[config.mk]
export PLATFORM = sky130hd
export DESIGN_NAME = branch_resolve_predictor_flat
export DESIGN_NICKNAME = d
export VERILOG_FILES = /design/src/rtl/branch_resolve_predictor_if.sv /design/src/rtl/branch_resolve_predictor.sv /design/src/flat_wrapper.sv
export SDC_FILE = /design/constraint.sdc
export NUM_CORES = 1
export LEC_CHECK = 0
export ABC_AREA = 0
export CORE_UTILIZATION = 58
export CTS_BUF_LIST = sky130_fd_sc_hd__clkbuf_8
export CTS_CLUSTER_SIZE = 12
export DETAILED_ROUTE_END_ITERATION = 8
export GPL_TIMING_DRIVEN = 0
export PLACE_DENSITY = 0.83
export SETUP_SLACK_MARGIN = 0.02
export SKIP_CTS_REPAIR_TIMING = 1
export SYNTH_ARGS = -nofsm -noshare
export SYNTH_HDL_FRONTEND = slang
export SYNTH_SLANG_ARGS = --single-unit
export TNS_END_PERCENT = 1
[constraint.sdc]
create_clock -name i_clk -period 3.3 [get_ports i_clk]
set_input_delay 0.66 -clock i_clk [delete_from_list [all_inputs] [get_ports i_clk]]
set_output_delay 0.66 -clock i_clk [all_outputs]
set_load 0.02 [all_outputs]
[src/rtl/branch_resolve_predictor_if.sv]
// ============================================================================
// Module      : branch_resolve_predictor_if
// Description : Fetch-lookup and execute-resolve bundle for the branch
//               resolve/predict block.
// Revision    : 1.0
// ============================================================================
`default_nettype none

interface branch_resolve_predictor_if #(
    parameter int XLEN   = 32,
    parameter int PERF_W = 16
);
    logic [XLEN-1:0]   i_pred_pc;
    logic              o_pred_taken;
    logic              i_res_valid;
    logic [XLEN-1:0]   i_res_pc;
    logic              i_res_pred_taken;
    logic              i_branch;
    logic              i_jalr;
    logic              i_zero;
    logic              i_neg;
    logic              i_negU;
    logic [2:0]        i_funct3;
    logic [1:0]        o_prePCSrc;
    logic              o_mispredict;
    logic              o_illegal;
    logic [PERF_W-1:0] o_br_count;
    logic [PERF_W-1:0] o_mispred_count;

    modport master (
        output i_pred_pc, i_res_valid, i_res_pc, i_res_pred_taken, i_branch,
               i_jalr, i_zero, i_neg, i_negU, i_funct3,
        input  o_pred_taken, o_prePCSrc, o_mispredict, o_illegal,
               o_br_count, o_mispred_count
    );

    modport slave (
        input  i_pred_pc, i_res_valid, i_res_pc, i_res_pred_taken, i_branch,
               i_jalr, i_zero, i_neg, i_negU, i_funct3,
        output o_pred_taken, o_prePCSrc, o_mispredict, o_illegal,
               o_br_count, o_mispred_count
    );
endinterface

`default_nettype wire

[src/rtl/branch_resolve_predictor.sv]
// ============================================================================
// Module      : branch_resolve_predictor
// Description : Branch condition resolve plus bimodal BHT predictor with
//               registered mispredict/illegal pulses and perf counters.
// Revision    : 1.0
// ============================================================================
`default_nettype none

module branch_resolve_predictor #(
    parameter int XLEN      = 32,
    parameter int BHT_DEPTH = 64,
    parameter int CNT_W     = 2,
    parameter int PERF_W    = 16
) (
    input  logic                      i_clk,
    input  logic                      i_rst_n,
    branch_resolve_predictor_if.slave bus
);

    localparam int               c_IDX_W   = $clog2(BHT_DEPTH);
    localparam logic [CNT_W-1:0] c_RST_VAL = CNT_W'((1 << (CNT_W - 1)) - 1);
    localparam logic [CNT_W-1:0] c_CNT_MAX = '1;

    logic [CNT_W-1:0]   bht_q [BHT_DEPTH];
    logic [CNT_W-1:0]   bht_d [BHT_DEPTH];
    logic [PERF_W-1:0]  br_count_q;
    logic [PERF_W-1:0]  br_count_d;
    logic [PERF_W-1:0]  mispred_count_q;
    logic [PERF_W-1:0]  mispred_count_d;
    logic               mispredict_q;
    logic               mispredict_d;
    logic               illegal_q;
    logic               illegal_d;

    logic               w_taken;
    logic               w_legal;
    logic               w_res_ev;
    logic               w_ill_ev;
    logic [c_IDX_W-1:0] w_pred_idx;
    logic [c_IDX_W-1:0] w_res_idx;
    logic               w_unused;

    assign w_pred_idx = bus.i_pred_pc[c_IDX_W+1:2];
    assign w_res_idx  = bus.i_res_pc[c_IDX_W+1:2];
    assign w_unused   = ^{bus.i_pred_pc, bus.i_res_pc};

    // Reads the registered table only; same-cycle updates appear next cycle.
    assign bus.o_pred_taken = bht_q[w_pred_idx][CNT_W-1];

    always_comb begin
        w_taken = 1'b0;
        w_legal = 1'b1;
        case (bus.i_funct3)
            3'b000:  w_taken = bus.i_zero;
            3'b001:  w_taken = ~bus.i_zero;
            3'b100:  w_taken = bus.i_neg;
            3'b101:  w_taken = ~bus.i_neg;
            3'b110:  w_taken = bus.i_negU;
            3'b111:  w_taken = ~bus.i_negU;
            default: w_legal = 1'b0;
        endcase
    end

    assign bus.o_prePCSrc = {bus.i_jalr, bus.i_branch & w_taken};

    assign w_res_ev = bus.i_res_valid & bus.i_branch & w_legal;
    assign w_ill_ev = bus.i_res_valid & bus.i_branch & ~w_legal;

    always_comb begin
        bht_d           = bht_q;
        br_count_d      = br_count_q;
        mispred_count_d = mispred_count_q;
        mispredict_d    = 1'b0;
        illegal_d       = w_ill_ev;
        if (w_res_ev) begin
            if (w_taken) begin
                if (bht_q[w_res_idx] != c_CNT_MAX) begin
                    bht_d[w_res_idx] = bht_q[w_res_idx] + CNT_W'(1);
                end
            end else if (bht_q[w_res_idx] != '0) begin
                bht_d[w_res_idx] = bht_q[w_res_idx] - CNT_W'(1);
            end
            if (br_count_q != '1) begin
                br_count_d = br_count_q + PERF_W'(1);
            end
            if (w_taken != bus.i_res_pred_taken) begin
                mispredict_d = 1'b1;
                if (mispred_count_q != '1) begin
                    mispred_count_d = mispred_count_q + PERF_W'(1);
                end
            end
        end
    end

    always_ff @(posedge i_clk or negedge i_rst_n) begin
        if (!i_rst_n) begin
            for (int i = 0; i < BHT_DEPTH; i++) begin
                bht_q[i] <= c_RST_VAL;
            end
            br_count_q      <= '0;
            mispred_count_q <= '0;
            mispredict_q    <= 1'b0;
            illegal_q       <= 1'b0;
        end else begin
            for (int i = 0; i < BHT_DEPTH; i++) begin
                bht_q[i] <= bht_d[i];
            end
            br_count_q      <= br_count_d;
            mispred_count_q <= mispred_count_d;
            mispredict_q    <= mispredict_d;
            illegal_q       <= illegal_d;
        end
    end

    assign bus.o_mispredict    = mispredict_q;
    assign bus.o_illegal       = illegal_q;
    assign bus.o_br_count      = br_count_q;
    assign bus.o_mispred_count = mispred_count_q;

endmodule

`default_nettype wire
[src/flat_wrapper.sv]
// flat-port wrapper written by rule: the top's interface ports become plain ports
module branch_resolve_predictor_flat 
#(
    parameter int XLEN      = 32,
    parameter int BHT_DEPTH = 64,
    parameter int CNT_W     = 2,
    parameter int PERF_W    = 16
)
  (i_clk, i_rst_n, bus_i_pred_pc, bus_i_res_valid, bus_i_res_pc, bus_i_res_pred_taken, bus_i_branch, bus_i_jalr, bus_i_zero, bus_i_neg, bus_i_negU, bus_i_funct3, bus_o_pred_taken, bus_o_prePCSrc, bus_o_mispredict, bus_o_illegal, bus_o_br_count, bus_o_mispred_count);
  branch_resolve_predictor_if #(.XLEN(XLEN), .PERF_W(PERF_W)) bus_i ();
  input  logic i_clk;
  input  logic i_rst_n;
  input wire logic [$bits(bus_i.i_pred_pc)-1:0] bus_i_pred_pc;
  input wire logic [$bits(bus_i.i_res_valid)-1:0] bus_i_res_valid;
  input wire logic [$bits(bus_i.i_res_pc)-1:0] bus_i_res_pc;
  input wire logic [$bits(bus_i.i_res_pred_taken)-1:0] bus_i_res_pred_taken;
  input wire logic [$bits(bus_i.i_branch)-1:0] bus_i_branch;
  input wire logic [$bits(bus_i.i_jalr)-1:0] bus_i_jalr;
  input wire logic [$bits(bus_i.i_zero)-1:0] bus_i_zero;
  input wire logic [$bits(bus_i.i_neg)-1:0] bus_i_neg;
  input wire logic [$bits(bus_i.i_negU)-1:0] bus_i_negU;
  input wire logic [$bits(bus_i.i_funct3)-1:0] bus_i_funct3;
  output wire logic [$bits(bus_i.o_pred_taken)-1:0] bus_o_pred_taken;
  output wire logic [$bits(bus_i.o_prePCSrc)-1:0] bus_o_prePCSrc;
  output wire logic [$bits(bus_i.o_mispredict)-1:0] bus_o_mispredict;
  output wire logic [$bits(bus_i.o_illegal)-1:0] bus_o_illegal;
  output wire logic [$bits(bus_i.o_br_count)-1:0] bus_o_br_count;
  output wire logic [$bits(bus_i.o_mispred_count)-1:0] bus_o_mispred_count;
  assign bus_i.i_pred_pc = bus_i_pred_pc;
  assign bus_i.i_res_valid = bus_i_res_valid;
  assign bus_i.i_res_pc = bus_i_res_pc;
  assign bus_i.i_res_pred_taken = bus_i_res_pred_taken;
  assign bus_i.i_branch = bus_i_branch;
  assign bus_i.i_jalr = bus_i_jalr;
  assign bus_i.i_zero = bus_i_zero;
  assign bus_i.i_neg = bus_i_neg;
  assign bus_i.i_negU = bus_i_negU;
  assign bus_i.i_funct3 = bus_i_funct3;
  assign bus_o_pred_taken = bus_i.o_pred_taken;
  assign bus_o_prePCSrc = bus_i.o_prePCSrc;
  assign bus_o_mispredict = bus_i.o_mispredict;
  assign bus_o_illegal = bus_i.o_illegal;
  assign bus_o_br_count = bus_i.o_br_count;
  assign bus_o_mispred_count = bus_i.o_mispred_count;
  branch_resolve_predictor #(.XLEN(XLEN), .BHT_DEPTH(BHT_DEPTH), .CNT_W(CNT_W), .PERF_W(PERF_W)) u_core (.i_clk(i_clk), .i_rst_n(i_rst_n), .bus(bus_i));
endmodule
## Word level (Yosys, flattened, before mapping)

Cells that the tools add are included.

- Multiply operators: 0
- Div/mod/pow operators: 0
- Reduce and logical (&&, ||, !) cells: 8
- Magnitude comparators: 3
- Shift-type cells: 0
- Equality and inequality tests: 10
- Multiplexer cells: 17
- $add $sub $neg: 4
- Bitwise logic cells: 10

Operators with widths:

| kind | number |
|---|---|
| $mux W128 | 3 |
| $bwmux W128 | 2 |
| $add A16 B1 Y16 const B | 2 |
| $ne A16 B16 Y1 const B | 2 |
| $bmux W2 S6 | 2 |
| $ge A7 B7 Y1 const B | 2 |
| $not A6 Y7 | 2 |
| $demux W2 S6 | 1 |
| $eq A3 B3 Y1 const B | 4 |
| $mux W2 | 5 |
| $lt A7 B1 Y1 const B | 1 |
| $pmux W1 S6 | 1 |
| $reduce_and A3 Y1 | 2 |
| $reduce_or A6 Y1 | 1 |
| $and A1 B1 Y1 | 4 |
| $ne A2 B2 Y1 const B | 2 |
| $not A1 Y1 | 4 |
| $reduce_bool A2 Y1 | 2 |
| $eq A3 B1 Y1 const B | 1 |
| $logic_not A3 Y1 | 1 |
| $mux W1 | 3 |
| $add A2 B1 Y2 const B | 1 |
| $reduce_and A2 Y1 | 1 |
| $sub A2 B1 Y2 const B | 1 |
| 2 further kinds | 2 |

- Bits of input ports: 76
- Latch bits: 0
- Memories kept: 0
- Memory bits (writable): 0
- Logic and storage cells: 120
- Bits in registers: 162
- Output and inout bits: 37
- ROM bits: 0

## Depth between registers and ports, before layout

- Word-level depth: 8
- Depth in mapped cells: 15
- Gate-level depth less buffers: 11

## Worst setup path before layout

OpenSTA, ideal clock, no wires.

- Path type: input to register
- Start: in bus_i_res_pc[3]
- End: reg u_core.bht_q[71] (netlist bit)
- Slack: -0.251 ns
- Data arrival time: 3.424 ns
- Library setup time: 0.128 ns
- Path buffers: 3
- Data required time: 3.172 ns
- Stages: 12
- Path through: buf_4 buf_6 mux4_2 nand2_1 a21oi_1 o21ba_2 or4_1 ha_1 mux2i_4 buf_6 nand3_1 mux2_1

- Word-level cells in the longest chain between the ends: 8
- Elaborated cells between the ends (all ways): 21
- Those cells by class: add/sub: 2; order compare: 2; eq/ne: 2; mux: 10; bitwise: 1; reduce/logical: 4

Ends and longest elaborated chain:

| item | line | source |
|---|---|---|
| start: declaration | flat_wrapper.sv:15 | `input wire logic [$bits(bus_i.i_res_pc)-1:0] bus_i_res_pc;` |
| $not A6 Y7 (not written as such) * | - |  |
| $bmux W2 S6 (tied with other cells) | - |  |
| $mux W2 (not written as such) or $logic_and A1 B1 Y1 (tied branches) | - |  |
| $mux W2, on equally long branches | - |  |
| $sub A2 B1 Y2 (tied with other cells) | branch_resolve_predictor.sv:81 | `bht_d[w_res_idx] = bht_q[w_res_idx] - CNT_W'(1);` |
| $bwmux W128, on equally long branches | branch_resolve_predictor.sv:81, branch_resolve_predictor.sv:78 |  |
| $mux W128, on equally long branches | branch_resolve_predictor.sv:80, branch_resolve_predictor.sv:77 |  |
| $mux W128 | branch_resolve_predictor.sv:76 | `if (w_taken) begin` |
| end signal: indexed assignment | branch_resolve_predictor.sv:98 | `bht_q[i] <= c_RST_VAL;` |
| end signal: indexed assignment | branch_resolve_predictor.sv:106 | `bht_q[i] <= bht_d[i];` |
| end: declaration | branch_resolve_predictor.sv:24 | `logic [CNT_W-1:0] bht_q [BHT_DEPTH];` |

Every way passes the cells marked *; elsewhere a longest branch is shown, timed or not. The select of a mux whose other input is x is not followed.
A chain may end at the register's enable or synchronous reset.

## Worst setup path in the final report

- Start: in bus_i_res_pc[2]
- End: reg u_core.bht_q[61] (netlist bit)

Same word-level chain as after synthesis.

==> results by group <==
Clocking
  – Clock sink count: approximately 160
  – Clock buffer count from CTS: 17
  – Worst-path clk slew: about 0.09 ns
  – H-tree levels: 4
  – Worst-skew pair later-pin latency: 0.48 ns
  – CTS tree: done
  – CTS root buffer: clkbuf_8
  – CTS max path bufs: 2

Global routing
  – Most used routing layer: met2
  – GRT Residual Overflow: 0
  – First-pass GRT wire length: between 30000 and 40000 um
  – GRT Total Usage: ~33%
  – Largest net degree at the start of global routing: between 80 and 90
  – Global Route met2 Usage: approximately half
  – Vias in the first global route: 7284
  – M3 GR Usage: about a tenth
  – Initial antenna violation count: 0
  – Grt met1 use: between 40% and 50%

Yosys
  – Compound-Gate Fraction of Synth Area: just under 9%
  – Synth area leader: dfrtp_1
  – Gate Count Post-Synth: 772
  – Seq cells post-synth: 162
  – Cell area after synthesis: around 0.0089 sq mm
  – Synth Flop Type: dfrtp_1
  – Largest cells by area after synthesis: dfrtp_1 27%, dfstp_2 19%, mux2_2 12%
  – Distinct cells, synth: between 50 and 60
  – Syn avg cell area: approximately 12 sq um
  – Adder-cell share of the synthesized area: less than 1%
  – Synthesized Nets: about 850
  – Mux cell area share after synthesis: about a quarter
  – Top cell type's share of synthesized area: 27.5%
  – XOR/XNOR Fraction of Synth Area: 3.14%
  – Simple-gate share of the synthesized area: ~14%
  – Largest family of logic cells by synthesized area: multiplexers
  – Synth warn: 0
  – Sequential fraction of the synthesis area: between 40% and 50%
  – Post-synth EDFFs: 0
  – Asr flop ratio synth: 100%

Placed design
  – Routability congestion estimate: 0.955
  – Area post-placement: ~0.0097 sq mm
  – IO buf count: 54
  – DP HPWL: 17700 um

Finish
  – Fin nets: 946
  – Commonest non-fill, non-tap cell in the layout: dfrtp_1
  – N_diodes: 0
  – Area Overhead vs Synth: 19.3%
  – Most frequent cells in the layout: 98 x dfrtp_1, 93 x mux2_2, 77 x nand3_1
  – Area of the multi-input gates: between 0.004 and 0.005 sq mm
  – Filler instances: roughly 1000
  – Sequential cell area: 0.00413 sq mm
  – Layout cells sized above 1: around two fifths
  – Final instance area: between 0.01 and 0.015 sq mm

Setup path
  – Crit. Startpoint: bus_i_res_pc[2]
  – Critical path endpoint category: flip-flop
  – Register-to-register setup slack: ~0.080 ns
  – CP required: roughly 3.7 ns
  – Crit Path Max Fanout: 10
  – Crit path largest cell delay: around 0.44 ns
  – Worst reg2reg endpoint: u_core.bht_q[61]
  – Worst Reg-to-Reg Cells: 11
  – CP max stage cell: or4_1
  – Crit path capture: u_core.bht_q[61]
  – Critical Path Start Type: primary input
  – CP cell instances: clkbuf_2 > buf_6 > buf_8 > mux2_2 > a22o_1 > o21ai_1 > nand4_1 > or4_1 > ha_2 > mux2i_4 > buf_4 > buf_6 > nand3_1 > mux2_2
  – Worst Path Arrival: approximately 3.8 ns
  – Type of the worst setup path: in2reg

STA
  – Final worst slack: -0.173 ns
  – Worst-Margin Slew: 1.25 ns
  – Tcrit/Tclk final: 105%
  – Clock skew: approximately 0.014 ns
  – Max transition margin: about 16%
  – Clock period minus final worst setup slack: about 3.5 ns
  – Hold Slack: between 0.2 and 0.25 ns
  – Slew Viols, Final: 0
  – RSZ-0062 raised after global routing: yes
  – Hold Vio Cnt, Final: 0
  – Final setup violation count: between 100 and 150
  – Fmax: 0.288 GHz

Power and ir drop
  – Cell Int Power: 3360 uW
  – Clock power frac: between 30% and 40%
  – P_leak: approximately 0.0045 uW
  – Power density cells: about 460 mW/mm^2
  – NetSw: roughly 1500 uW
  – Peak VDD IR: around 0.46 mV
  – Logic gate share of total power: between 20% and 30%
  – Seq pwr share: a little under half
  – Switch share: 31.2%

Detailed routing
  – Number of routed nets with antenna violations: 0
  – Vias: between 7000 and 8000
  – Final wirelength: about 26000 um
  – Initial drt markers: around 1100
  – DRC Markers: 0
  – DR pass1 iterations: 6
  – Vias per cell: ~6.9
  – Routed WL per cell: 24.1 um

Floorplanning
  – Initial Utilization: 60.5%
  – Die H: between 100 and 150 um
  – Die area: 0.0159 sq mm
  – Row count: 44
  – I/O pin count: approximately 110
  – Die Span X: 126 um
  – Core area: roughly 0.015 sq mm

Run status
  – Status: finished, violations left
  – Failing checks: negative setup slack

Hold path
  – Hold WC Path Type: in2async

Job
  – Max-Cap Viols: 0
[layout make-up]
type / count / area share (%)
Clock inverter: 14 / 1.74
Multi-Input combinational cell: 551 / 43.8
Sequential cell: 162 / 38.8
Inverter: 4 / 0.141
Tap cell: 184 / 2.16
Buffer: 55 / 4.18
Timing Repair Buffer: 75 / 6.91
Clock buffer: 18 / 2.32
[cells by family after synthesis]
family | Yosys count
xor+xnor | 32
compound gates | 122
simple gates | 236
buf+inv | 59
mux | 157
fa+ha+maj | 4
flops | 162
[worst max-delay path, delay by kind of cell]
kind,cells,cell delay [ns]
and+or+nand+nor,3,0.72
buffers and inverters,5,0.94
adders and majority gates,1,0.23
AOI/OAI and AO/OA,2,0.43
muxes,3,0.86
[worst min-delay path by stage]
stage / startpoint / endpoint / slack [ns] / depth (start not counted)
CTS: i_rst_n / u_core.bus.o_mispred_count[1] / 0.22 / 1
detailed placement: u_core.bus.o_mispred_count[5] / u_core.bus.o_mispred_count[5] / 0.48 / 1
finish: i_rst_n / u_core.bht_q[7] / 0.21 / 1
global route: i_rst_n / u_core.bht_q[7] / 0.23 / 1
floorplan: i_rst_n / u_core.bht_q[101] / 0.36 / 0
global placement: u_core.bus.o_mispred_count[5] / u_core.bus.o_mispred_count[5] / 0.48 / 1
[routing by layer]
metal	vias to the layer above	share of wire [%]
met5	-	0
met4	0	4.0
met3	100	11
met2	532	47
met1	3647	38
li1	3092	-
[power by group through the flow]
stage / clock, uW / sequential (uW) / combinational (uW)
2_1_floorplan: 0 / 2380 / 485
3_3_place_gp: 0 / 2330 / 863
3_5_place_dp: 0 / 2340 / 897
4_1_cts: 1590 / 2310 / 900
5_1_grt: 1670 / 2340 / 1060
6_report: 1570 / 2320 / 992
[through the flow]
stage	worst slack [ns]	cells	utilization (%)	setup TNS, ns	power, uW
2_1_floorplan	-0.180	772	-	-16.31	2860
3_5_place_dp	-1.71	1011	66.1	-193.92	3240
3_3_place_gp	-4.49	1010	65.9	-776.40	3200
4_1_cts	-1.20	1043	69.0	-133.05	4800
6_report	-0.173	1063	72.2	-7.93	4880
5_1_grt	-0.197	1063	72.2	-11.79	5070
[cell usage after synthesis, types with 3 or more instances]
cell,count
buf_6,8
ha_1,4
a21oi_1,45
nand2_1,37
a221oi_1,3
nor2b_1,10
nand3_1,86
clkbuf_1,21
inv_1,3
mux4_2,33
dfrtp_1,98
xnor2_1,14
buf_4,6
nor3b_2,4
and3_1,10
nand2b_1,5
and4_1,6
a211oi_1,6
mux2_1,9
dfstp_2,64
mux2_2,97
buf_2,18
a22oi_1,6
xor2_1,18
and2_1,7
nor2_1,35
nand4_1,7
a31oi_1,36
nor3_1,15
mux2i_1,17
o21ai_0,10
Power figures use the tool's default switching activity.
